--- config.mk ---
export PLATFORM = sky130hd
export DESIGN_NAME = main_fsm
export DESIGN_NICKNAME = d
export VERILOG_FILES = /design/src/rtl/main_fsm.sv
export SDC_FILE = /design/constraint.sdc
export NUM_CORES = 1
export LEC_CHECK = 0
export ABC_AREA = 1
export CELL_PAD_IN_SITES_DETAIL_PLACEMENT = 1
export CELL_PAD_IN_SITES_GLOBAL_PLACEMENT = 2
export CORE_MARGIN = 1.5
export CORE_UTILIZATION = 17
export CTS_CLUSTER_SIZE = 24
export DETAILED_ROUTE_END_ITERATION = 16
export GPL_TIMING_DRIVEN = 0
export PLACE_DENSITY_LB_ADDON = 0.1
export SLEW_MARGIN = 30
export SYNTH_ARGS = -nofsm -noshare
export SYNTH_HDL_FRONTEND = slang
export SYNTH_SLANG_ARGS = --single-unit
--- constraint.sdc ---
create_clock -name clk -period 2.6 [get_ports clk]
set_clock_uncertainty 0.05 [all_clocks]
set_input_delay 0.39 -clock clk [delete_from_list [all_inputs] [get_ports clk]]
set_output_delay 0.39 -clock clk [all_outputs]
set_load 0.02 [all_outputs]
--- src/rtl/main_fsm.sv ---
// Multicycle main control FSM: sequences fetch/decode/execute/memory/writeback
// from the opcode and drives datapath selects, write enables and the ALU-op code.
module main_fsm #(
  parameter int STATE_W = 4
) (
  input  logic               clk,
  input  logic               reset,
  input  logic [6:0]         op,
  input  logic               mem_ready,
  output logic               adrsrc,
  output logic               irwrite,
  output logic [1:0]         alusrca,
  output logic [1:0]         alusrcb,
  output logic [1:0]         aluop,
  output logic [1:0]         resultsrc,
  output logic               pcupdate,
  output logic               branch,
  output logic               regwrite,
  output logic               memwrite,
  output logic               illegal,
  output logic [STATE_W-1:0] state_dbg
);

  typedef enum logic [3:0] {
    FETCH    = 4'd0,
    DECODE   = 4'd1,
    MEMADR   = 4'd2,
    MEMREAD  = 4'd3,
    MEMWB    = 4'd4,
    MEMWRITE = 4'd5,
    EXECR    = 4'd6,
    EXECI    = 4'd7,
    ALUWB    = 4'd8,
    JAL      = 4'd9,
    BEQ      = 4'd10
  } state_t;

  localparam logic [6:0] OP_LW   = 7'b0000011;
  localparam logic [6:0] OP_SW   = 7'b0100011;
  localparam logic [6:0] OP_R    = 7'b0110011;
  localparam logic [6:0] OP_I    = 7'b0010011;
  localparam logic [6:0] OP_JAL  = 7'b1101111;
  localparam logic [6:0] OP_BEQ  = 7'b1100011;

  state_t state, state_next;

  // NOTE: sequential state uses non-blocking assignment so every flop samples pre-edge values.
  always_ff @(posedge clk) begin
    if (reset) state <= FETCH;
    else       state <= state_next;
  end

  assign state_dbg = STATE_W'(state);

  always_comb begin
    // NOTE: every output gets a default first so no path through the case infers a latch.
    state_next = FETCH;
    adrsrc     = 1'b0;
    irwrite    = 1'b0;
    alusrca    = 2'b00;
    alusrcb    = 2'b00;
    aluop      = 2'b00;
    resultsrc  = 2'b00;
    pcupdate   = 1'b0;
    branch     = 1'b0;
    regwrite   = 1'b0;
    memwrite   = 1'b0;
    illegal    = 1'b0;

    case (state)
      FETCH: begin
        alusrcb    = 2'b10;
        resultsrc  = 2'b10;
        irwrite    = mem_ready;
        pcupdate   = mem_ready;
        state_next = mem_ready ? DECODE : FETCH;
      end
      DECODE: begin
        alusrca = 2'b01;
        alusrcb = 2'b01;
        case (op)
          OP_LW, OP_SW: state_next = MEMADR;
          OP_R:         state_next = EXECR;
          OP_I:         state_next = EXECI;
          OP_JAL:       state_next = JAL;
          OP_BEQ:       state_next = BEQ;
          default: begin
            state_next = FETCH;
            illegal    = 1'b1;
          end
        endcase
      end
      MEMADR: begin
        alusrca    = 2'b10;
        alusrcb    = 2'b01;
        state_next = (op == OP_LW) ? MEMREAD : MEMWRITE;
      end
      MEMREAD: begin
        adrsrc     = 1'b1;
        state_next = mem_ready ? MEMWB : MEMREAD;
      end
      MEMWB: begin
        resultsrc  = 2'b01;
        regwrite   = 1'b1;
        state_next = FETCH;
      end
      MEMWRITE: begin
        // Write strobe stays high for the whole wait so the memory sees a stable request.
        adrsrc     = 1'b1;
        memwrite   = 1'b1;
        state_next = mem_ready ? FETCH : MEMWRITE;
      end
      EXECR: begin
        alusrca    = 2'b10;
        aluop      = 2'b10;
        state_next = ALUWB;
      end
      EXECI: begin
        alusrca    = 2'b10;
        alusrcb    = 2'b01;
        aluop      = 2'b10;
        state_next = ALUWB;
      end
      ALUWB: begin
        regwrite   = 1'b1;
        state_next = FETCH;
      end
      JAL: begin
        alusrca    = 2'b01;
        alusrcb    = 2'b10;
        pcupdate   = 1'b1;
        state_next = ALUWB;
      end
      BEQ: begin
        alusrca    = 2'b10;
        aluop      = 2'b01;
        branch     = 1'b1;
        state_next = FETCH;
      end
      default: state_next = FETCH;
    endcase

    // Reset overrides the decoded outputs so nothing is enabled mid-reset.
    if (reset) begin
      adrsrc    = 1'b0;
      irwrite   = 1'b0;
      alusrca   = 2'b00;
      alusrcb   = 2'b00;
      aluop     = 2'b00;
      resultsrc = 2'b00;
      pcupdate  = 1'b0;
      branch    = 1'b0;
      regwrite  = 1'b0;
      memwrite  = 1'b0;
      illegal   = 1'b0;
    end
  end

endmodule

==> impl_metrics.json <==
{
  "yosysWarnings": 0,
  "core-area_sq_um": 2830,
  "ctsHoldBuffers": 0,
  "yosys.area.top_type_share_pct": 17.9,
  "syn-num-nets": 113,
  "avgRoutedWirePerCell_um": 11.2,
  "overflow": 0,
  "die_w_um": 58.5,
  "ys_types": 18,
  "ios": 29,
  "clockBufferDepth": 2,
  "cpMostUsedCell": "clkdlybuf4s50_1",
  "drtAntennaViolNets": 0,
  "vias_per_cell": 4.27,
  "grt_pass1_wl_mm": 3.25,
  "slew_headroom_pct": 70.0,
  "fin_setup_tns_ns": 0,
  "worst-path-buf-inv": 3,
  "leakagePower_nw": 0.414,
  "synth_top_area_cell": "nand2_1",
  "grt_antenna_before_repair": 0,
  "synthTopCellsByCount": "25 x nand2_1, 21 x nor2_1, 15 x inv_1",
  "p_per_area_nw_per_um2": 243,
  "drv_slew": 0,
  "cp_cell_sequence": "clkdlybuf4s50_1 -> clkbuf_1 -> a21oi_1 -> clkdlybuf4s50_1",
  "path_max_fanout": 10,
  "syn-cell-area_sq_um": 524,
  "drive_above_1_share_pct": 13.4,
  "dp.final_hpwl_mm": 1.58,
  "syn_inst": 103,
  "post-synth-top-count-cell": "nand2_1",
  "via_count": 704,
  "min_period_over_period_pct": 93.0,
  "hold_class": "flip-flop to flip-flop",
  "critical_path.top_delay_family": "buffers and inverters",
  "cts_resized": 0,
  "numCtsBuffers": 3,
  "diodes": 0,
  "finalCriticalPeriod_ns": 2.42,
  "ys_ff_latch": 4,
  "worstMarginPinSlew_ns": 0.450,
  "start_util_pct": 18.5,
  "grt_usage_pct": 12.3,
  "cts_tree": "done",
  "cp.arrival_ns": 1.98,
  "yosysSeqAreaShare_pct": 15.3,
  "first_iter_violations": 5,
  "critPathMaxStageDelay_ns": 0.57,
  "grt_pass1_vias": 753,
  "fmax_ghz": 0.413,
  "wl_mm": 1.85,
  "cts_sinks": 4,
  "setup-violations-final": 0,
  "drv_cap": 0,
  "fin_nets": 146,
  "cts_max_level": 1,
  "synthTopCellsByArea": "nand2_1 18%, dfxtp_1 15%, nor2_1 15%, inv_1 11%, a21oi_1 6.7%",
  "cts_setup_buffers": 0,
  "run_status": "complete, no violations",
  "cp_slowest_cell": "clkdlybuf4s50_1",
  "synth_edf_count": 0,
  "critPathKind": "primary input to primary output",
  "ir_worst_vdd_v": 0.000342,
  "rows": 19,
  "dr.pass1.iters": 3,
  "clock_latency_ns": 0.23,
  "synth-async-reset-ratio_pct": 0,
  "cts_root_buf": "clkbuf_4",
  "grt_max_degree": 11,
  "clk_pin_slew_ns": 0.04,
  "dpl.cell_count": 162,
  "syn_to_final_growth_pct": 65.6,
  "io_buffers": 28,
  "place.gp.congestion": 0.750,
  "syn_area_per_cell_sq_um": 5.09,
  "fp.dieH_um": 58.5,
  "start_kind": "primary input",
  "fin_cells": 165,
  "finalHoldViolCount": 0,
  "synthFlopType": "dfxtp_1",
  "drc": 0,
  "endpoint_kind": "primary output",
  "rsz0062_at_grt": "no",
  "hold_ws_ns": 0.756,
  "die_area_sq_um": 3430,
  "largest_reg_flops": 4,
  "cp.required_ns": 2.16
}
## per-stage QoR
stage,utilization (%),power [mW],setup WS [ns],area (sq um)
after floorplan,-,0.101,0.630,524
after global placement,29.8,0.138,0.0556,843
after detailed placement,29.8,0.138,0.0344,843
after CTS,30.6,0.217,0.0231,866
after global routing,30.7,0.229,0.0679,868
final,30.7,0.211,0.181,868
## metal layers
layer | track usage (%) | wire [um]
met1 | 17.3 | 954
met2 | 19.6 | 807
met3 | 3.08 | 84
met4 | 0.997 | 0
met5 | 0 | 0
## power breakdown
| group | internal (mW) | switching, mW | total [mW] | leakage (nW) |
|---|---|---|---|---|
| registers | 0.0629 | 0.00202 | 0.0649 | 0.0325 |
| logic | 0.0329 | 0.0388 | 0.0717 | 0.368 |
| clock network | 0.0515 | 0.0233 | 0.0748 | 0.0138 |
## cell usage in the layout (no fill, tap or decap)
master / count
clkdlybuf4s50_1: 27
nand2_1: 25
nor2_1: 21
inv_1: 15
a21oi_1: 7
nand3_1: 7
inv_2: 5
dfxtp_1: 4
nor2_4: 3
nand2_2: 3
clkbuf_4: 3
nor2_2: 2
o21ai_1: 2
o21ai_0: 2
nor3_1: 2
clkbuf_1: 1
o22ai_1: 1
clkinv_1: 1
nand3_2: 1
buf_4: 1
dlymetal6s2s_1: 1
## final cells by class
class / instances / area [sq um]
clock buffer: 3 / 22.5
fill: 377 / 1960
tap: 31 / 38.8
timing repair buffer: 28 / 283
multi-input combinational: 76 / 354
sequential: 4 / 80.1
inverter: 21 / 78.8
buffer: 2 / 11.3
## path summary, 6_finish.rpt
check	cells past startpoint	startpoint	slack [ns]	to
setup / recovery	4	reset	0.18	pcupdate
hold / removal	4	state_dbg[1]$_SDFF_PP0_	0.76	state_dbg[0]$_SDFF_PP0_
setup reg to reg	5	state_dbg[1]$_SDFF_PP0_	1.28	state_dbg[3]$_SDFF_PP0_
hold reg to reg	4	state_dbg[1]$_SDFF_PP0_	0.76	state_dbg[0]$_SDFF_PP0_
## kinds of logic after synthesis
group	after synthesis	synth area share, %
DFF	4	15.3
and+or+nand+nor	64	55.8
AOI/OAI and AO/OA	12	11.7
buffers and inverters	23	17.2
## tightest hold or removal path, delay by kind of cell (launching register included)
kind / cells / cell delay [ns]
AND/OR/NAND/NOR: 3 / 0.29
flip-flops: 1 / 0.40
AO/OA/AOI/OAI: 1 / 0.06
Power figures use the tool's default switching activity.
